## config.mk

```make
export PLATFORM = sky130hd
export DESIGN_NAME = slice_rd_sched
export DESIGN_NICKNAME = d
export VERILOG_FILES = /design/src/rtl/slice_rd_sched.sv
export SDC_FILE = /design/constraint.sdc
export NUM_CORES = 1
export LEC_CHECK = 0
export BUFFER_PORTS_ARGS = -buffer_cell sky130_fd_sc_hd__buf_2
export CELL_PAD_IN_SITES_DETAIL_PLACEMENT = 1
export CELL_PAD_IN_SITES_GLOBAL_PLACEMENT = 1
export CORE_MARGIN = 3
export CORE_UTILIZATION = 25
export CTS_BUF_LIST = sky130_fd_sc_hd__clkbuf_4 sky130_fd_sc_hd__clkbuf_8 sky130_fd_sc_hd__clkbuf_16
export DETAILED_ROUTE_END_ITERATION = 6
export PLACE_DENSITY = 0.58
export RECOVER_POWER = 50
export SYNTH_ARGS = -nofsm -noshare
export SYNTH_HDL_FRONTEND = slang
export SYNTH_SLANG_ARGS = --single-unit
```

## constraint.sdc

```tcl
create_clock -name clk_out_int -period 4 [get_ports clk_out_int]
set_clock_uncertainty 0.2 [all_clocks]
set_input_delay 0.2 -clock clk_out_int [delete_from_list [all_inputs] [get_ports clk_out_int]]
set_output_delay 0.2 -clock clk_out_int [all_outputs]
set_load 0.05 [all_outputs]
```

## src/rtl/slice_rd_sched.sv

```systemverilog
`default_nettype none
// =====================================================================
// slice_rd_sched : raster-order read scheduler for per-slice sync buffers
// Optional: SLICE_RD_SCHED_STALL_CNT_EN builds the starvation counter.
// Rev 1.0
// =====================================================================
module slice_rd_sched #(
  parameter int MAX_NBR_SLICES   = 2,
  parameter int MAX_SLICE_WIDTH  = 2560,
  parameter int MAX_SLICE_HEIGHT = 2560
) (
  input  logic                               clk_out_int,
  input  logic                               rst_n,
  input  logic                               flush,
  input  logic                               start,
  input  logic [9:0]                         slices_per_line,
  input  logic [$clog2(MAX_SLICE_WIDTH)-1:0] slice_width,
  input  logic [15:0]                        frame_height,
  input  logic [MAX_NBR_SLICES-1:0]          fifo_empty,
  input  logic                               out_ready,
  output logic [MAX_NBR_SLICES-1:0]          rd_en,
  output logic [$clog2(MAX_NBR_SLICES)-1:0]  rd_sel,
  output logic                               rd_last_chunk,
  output logic                               rd_last_line,
  output logic                               rd_last_frame,
  output logic                               busy,
  output logic [15:0]                        stall_cnt
);

  localparam int SEL_W  = $clog2(MAX_NBR_SLICES);
  localparam int UNIT_W = $clog2(MAX_SLICE_WIDTH / 4 + 1);

  generate
    if (MAX_NBR_SLICES < 2 || (MAX_SLICE_WIDTH % 4) != 0 || MAX_SLICE_HEIGHT > 65535) begin : g_bad_params
      $error("slice_rd_sched: illegal parameter set");
    end
  endgenerate

  typedef enum logic [1:0] {
    IDLE = 2'd0,
    READ = 2'd1,
    DONE = 2'd2
  } state_t;

  state_t            state, state_nx;
  logic [SEL_W-1:0]  sel_nx;
  logic [UNIT_W-1:0] unit_cnt, unit_nx;
  logic [15:0]       line_cnt, line_nx;
  logic [31:0]       units, spl_eff, fh_eff;
  logic              go, chunk_end, sel_wrap, frame_end;

  // Degenerate configuration values are folded into their legal equivalents.
  always_comb begin
    units = 32'(slice_width) >> 2;
    if (units == 32'd0) units = 32'd1;
    spl_eff = 32'(slices_per_line);
    if (spl_eff == 32'd0)
      spl_eff = 32'd1;
    else if (spl_eff > 32'(MAX_NBR_SLICES))
      spl_eff = 32'(MAX_NBR_SLICES);
    fh_eff = 32'(frame_height);
    if (fh_eff == 32'd0) fh_eff = 32'd1;
  end

  assign chunk_end = (32'(unit_cnt) == units - 32'd1);
  assign sel_wrap  = (32'(rd_sel) >= spl_eff - 32'd1);
  assign frame_end = (32'(line_cnt) == fh_eff - 32'd1);

  // A restart or abort in the same cycle suppresses the read.
  assign go = (state == READ) & ~flush & ~start & ~fifo_empty[rd_sel] & out_ready;

  always_comb begin
    rd_en         = '0;
    rd_en[rd_sel] = go;
  end

  assign rd_last_chunk = go & chunk_end;
  assign rd_last_line  = rd_last_chunk & sel_wrap;
  assign rd_last_frame = rd_last_line & frame_end;
  assign busy          = (state == READ);

  always_comb begin
    state_nx = state;
    sel_nx   = rd_sel;
    unit_nx  = unit_cnt;
    line_nx  = line_cnt;
    if (flush) begin
      state_nx = IDLE;
    end else if (start) begin
      state_nx = READ;
      sel_nx   = '0;
      unit_nx  = '0;
      line_nx  = '0;
    end else begin
      case (state)
        IDLE: state_nx = IDLE;
        READ: begin
          if (go) begin
            if (chunk_end) begin
              unit_nx = '0;
              if (sel_wrap) begin
                sel_nx  = '0;
                line_nx = line_cnt + 16'd1;
                if (frame_end) state_nx = DONE;
              end else begin
                sel_nx = rd_sel + SEL_W'(1);
              end
            end else begin
              unit_nx = unit_cnt + UNIT_W'(1);
            end
          end
        end
        DONE:    state_nx = IDLE;
        default: state_nx = IDLE;
      endcase
    end
  end

  always_ff @(posedge clk_out_int or negedge rst_n) begin
    if (!rst_n) begin
      state    <= IDLE;
      rd_sel   <= '0;
      unit_cnt <= '0;
      line_cnt <= '0;
    end else begin
      state    <= state_nx;
      rd_sel   <= sel_nx;
      unit_cnt <= unit_nx;
      line_cnt <= line_nx;
    end
  end

`ifdef SLICE_RD_SCHED_STALL_CNT_EN
  // Counts input starvation only; back-pressure from out_ready is not a stall.
  always_ff @(posedge clk_out_int or negedge rst_n) begin
    if (!rst_n)
      stall_cnt <= '0;
    else if (start & ~flush)
      stall_cnt <= '0;
    else if (busy & out_ready & fifo_empty[rd_sel] & (stall_cnt != 16'hFFFF))
      stall_cnt <= stall_cnt + 16'd1;
  end
`else
  assign stall_cnt = '0;
`endif

endmodule
`default_nettype wire
```

==> impl_metrics.py <==
metrics = {
    "grt": {
        "antenna_found_initial": 0,
        "overflow": 0,
        "grt_usage_pct": 14.38,
        "grt_pass1_wl_um": 15310,
        "grt_pass1_vias": 3053,
        "grt_max_degree": 30,
    },
    "placed_design": {
        "io_buffers": 48,
        "dp_hpwl_um": 7125,
        "place.gp.congestion": 0.7748,
        "placed_cells": 552,
    },
    "sta": {
        "slew_violations": 30,
        "holdWs_ns": 0.06612,
        "finalHoldViolCount": 0,
        "fmax_mhz": 267.7,
        "period_share_pct": 93.40,
        "period_minus_slack_ns": 3.736,
        "slew_headroom_pct": -11.73,
        "worst_pin_slew_ns": 1.676,
        "rsz0062_at_grt": "false",
        "setup_viol": 0,
    },
    "power_and_ir_drop": {
        "p_sw_mw": 0.3165,
        "power.internal_mw": 0.6244,
        "power.density_nw_per_um2": 264.4,
        "pwr-share-comb_pct": 25.0,
        "finalPower_mw": 0.9410,
        "p_clk_share_pct": 39.3,
        "vdd_ir_drop_max_mv": 0.1320,
        "seq_power_share_pct": 35.7,
        "power_leakage_nw": 1.536,
        "swShare_pct": 33.64,
    },
    "route": {
        "wirelength_met1_um": 4334,
        "vias": 2975,
        "wl_per_cell_um": 16.14,
        "drt_first_pass_iters": 4,
        "via_per_inst": 5.294,
        "top_layer": "met4",
        "routed-wl-met2_um": 4375,
        "met3WireLength_um": 265,
        "wirelength_um": 9070,
        "drc": 0,
        "ant_nets": 0,
        "drtIter0Drc": 127,
    },
    "floorplan": {
        "die_area_um2": 13050,
        "die_w_um": 114.2,
        "num_io_pins": 68,
        "die_y_um": 114.2,
        "core_area_um2": 11130,
        "fp-row-count": 38,
        "initial_core_util_pct": 26.33,
    },
    "logic_synthesis": {
        "synth_edf_count": 0,
        "synth.yosys.seq_area_share_pct": 24.78,
        "ys_top_cells_by_area": "dfrtp_1 25%, a21oi_1 4.1%, buf_4 4.1%",
        "ys.warnings.count": 0,
        "postSynthAreaPerCell_um2": 8.047,
        "netlist_instances": 364,
        "synth_top_cells_by_count": "29 x dfrtp_1, 29 x nor2_1, 24 x a21oi_1",
        "yosys.area.top_type": "dfrtp_1",
        "synth-async-reset-ratio_pct": 100.0,
        "synth_top_area_share_pct": 24.78,
        "ys.flop_type": "dfrtp_1",
        "synthesis.area_um2": 2929,
        "synth-seq-cells": 29,
        "yosys.cell_types.count": 68,
    },
    "min_path": {
        "hold_class": "input port to register",
    },
    "setup_path": {
        "worst_ep_required_time_ns": 3.60,
        "crit_path_end_kind": "output port",
        "cp_slowest_cell": "or4_4",
        "critical_path.max_fanout": 9,
        "critical-path-max-stage-delay_ns": 0.55,
        "worstSetupStartpointType": "input port",
        "arrival_ns": 3.34,
        "crit_type": "input port to output port",
        "path_cells": "buf_2, or4_4, nor4_4, a31oi_2, ha_2, nor3b_4, mux2_4, or3b_4, a311oi_2, nand3_1, nor4bb_4, buf_6",
    },
    "finish": {
        "fill_cells": 1369,
        "nets": 474,
        "drive_gt1_share_pct": 21.56,
        "final_cells": 562,
        "synthToLayoutAreaGrowth_pct": 21.49,
        "n_antenna_cell": 0,
    },
    "clock_tree": {
        "clk_pin_slew_ns": 0.05,
        "cts_made_buffers": 5,
        "cts_max_path_buffers": 2,
        "clockRootBuffer": "clkbuf_16",
        "htree_levels": 2,
        "clock-sinks": 29,
        "cts_tree": "yes",
        "clkLatencyLatePin_ns": 0.28,
    },
    "job": {
        "drv_cap": 1,
    },
    "outcome": {
        "violations": "max-capacitance violations, max-slew violations",
        "status": "finished with violations",
    },
}
## what timing repair did
action | CTS | global route
gates resized for setup | 1 | 7
pin swaps | 0 | 2
hold buffers | 1 | 0
buffers inserted | 0 | 1
endpoints found under the setup margin | 1 | 1
hold endpoints to repair | 29 | 0
## worst paths after layout
path	from	end	slack (ns)	depth (start not counted)
setup / recovery	frame_height[0]	rd_last_frame	0.26	12
hold / removal	start	rd_sel	0.07	2
setup reg to reg	rd_sel	line_cnt[8]	0.94	10
hold reg to reg	line_cnt[15]	line_cnt[15]	0.38	2
max in group asynchronous	rst_n	unit_cnt[4]	1.93	2
min in group asynchronous	rst_n	unit_cnt[1]	0.70	2
## sequential cells by signal (all words and copies together), names as in the netlist
signal    flops
unit_cnt     10
line_cnt     16
state         2
rd_sel        1
## kinds of logic after synthesis
family                     count (synthesis)  synth area share [%]
AOI/OAI and AO/OA                         89                 21.02
xor gates and xnor gates                  24                 7.176
adders and majority gates                  8                 3.417
buffers and inverters                     48                 8.500
DFF                                       29                 24.78
muxes                                     11                 3.887
other                                      2                0.2564
and+or+nand+nor                          153                 30.97
## routing by layer
metal | track usage, % | vias to the layer above
met5 | 0 | -
met4 | 3.325 | 0
met3 | 2.273 | 6
met2 | 24.24 | 45
met1 | 19.33 | 1465
li1 | - | 1459
## cells in the final DEF, fill, tap and decap left out, types with 5 or more instances in the layout
| cell type | count |
|---|---|
| nor2_1 | 29 |
| and3_1 | 10 |
| nand4_1 | 10 |
| nor3b_1 | 5 |
| or4_1 | 9 |
| clkbuf_16 | 5 |
| conb_1 | 18 |
| a41oi_1 | 5 |
| nor4_1 | 8 |
| ha_1 | 7 |
| nand2b_1 | 7 |
| mux2i_1 | 8 |
| nand2_1 | 17 |
| xnor2_1 | 11 |
| inv_1 | 16 |
| nor3_1 | 9 |
| dfrtp_1 | 29 |
| buf_4 | 16 |
| o21ai_0 | 16 |
| buf_2 | 43 |
| nand3_1 | 16 |
| or3_1 | 5 |
| o31ai_1 | 8 |
| xor2_1 | 13 |
| a21oi_1 | 24 |
## worst max-delay path, delay by kind of cell
kind	cells	cell delay, ns
compound gates	2	0.42
fa+ha+maj	1	0.22
buf+inv	2	0.31
mux	1	0.26
simple gates	6	1.94
## metrics by stage
stage          setup TNS (ns)  area [µm²]  setup slack, ns  utilization [%]
2_1_floorplan        -0.01040        3044         -0.01040                -
3_3_place_gp                0        3373          0.09582            30.32
3_5_place_dp                0        3373         0.009613            30.32
4_1_cts                     0        3528          0.04796            31.71
5_1_grt                     0        3558          0.01612            31.98
6_report                    0        3558           0.2640            31.98
## power by group through the flow
| stage | combinational (mW) | sequential [mW] | clock (mW) |
|---|---|---|---|
| final | 0.236 | 0.336 | 0.370 |
| after global routing | 0.263 | 0.341 | 0.389 |
| after CTS | 0.237 | 0.336 | 0.377 |
| after detailed placement | 0.235 | 0.341 | 0 |
| after global placement | 0.228 | 0.341 | 0 |
| after floorplan | 0.165 | 0.336 | 0 |
## final cells by class
| class | count | area (µm²) | area share [%] |
|---|---|---|---|
| multi-input cells | 303 | 2079 | 58.44 |
| flip-flops and latches | 29 | 725.7 | 20.39 |
| repair buffers | 65 | 371.6 | 10.44 |
| well taps | 140 | 175.2 | 4.923 |
| clock buffers | 6 | 132.6 | 3.727 |
| inverters | 17 | 63.81 | 1.793 |
| clock inverters | 2 | 10.01 | 0.2813 |
No activity file was read; power rests on OpenSTA's default activity.
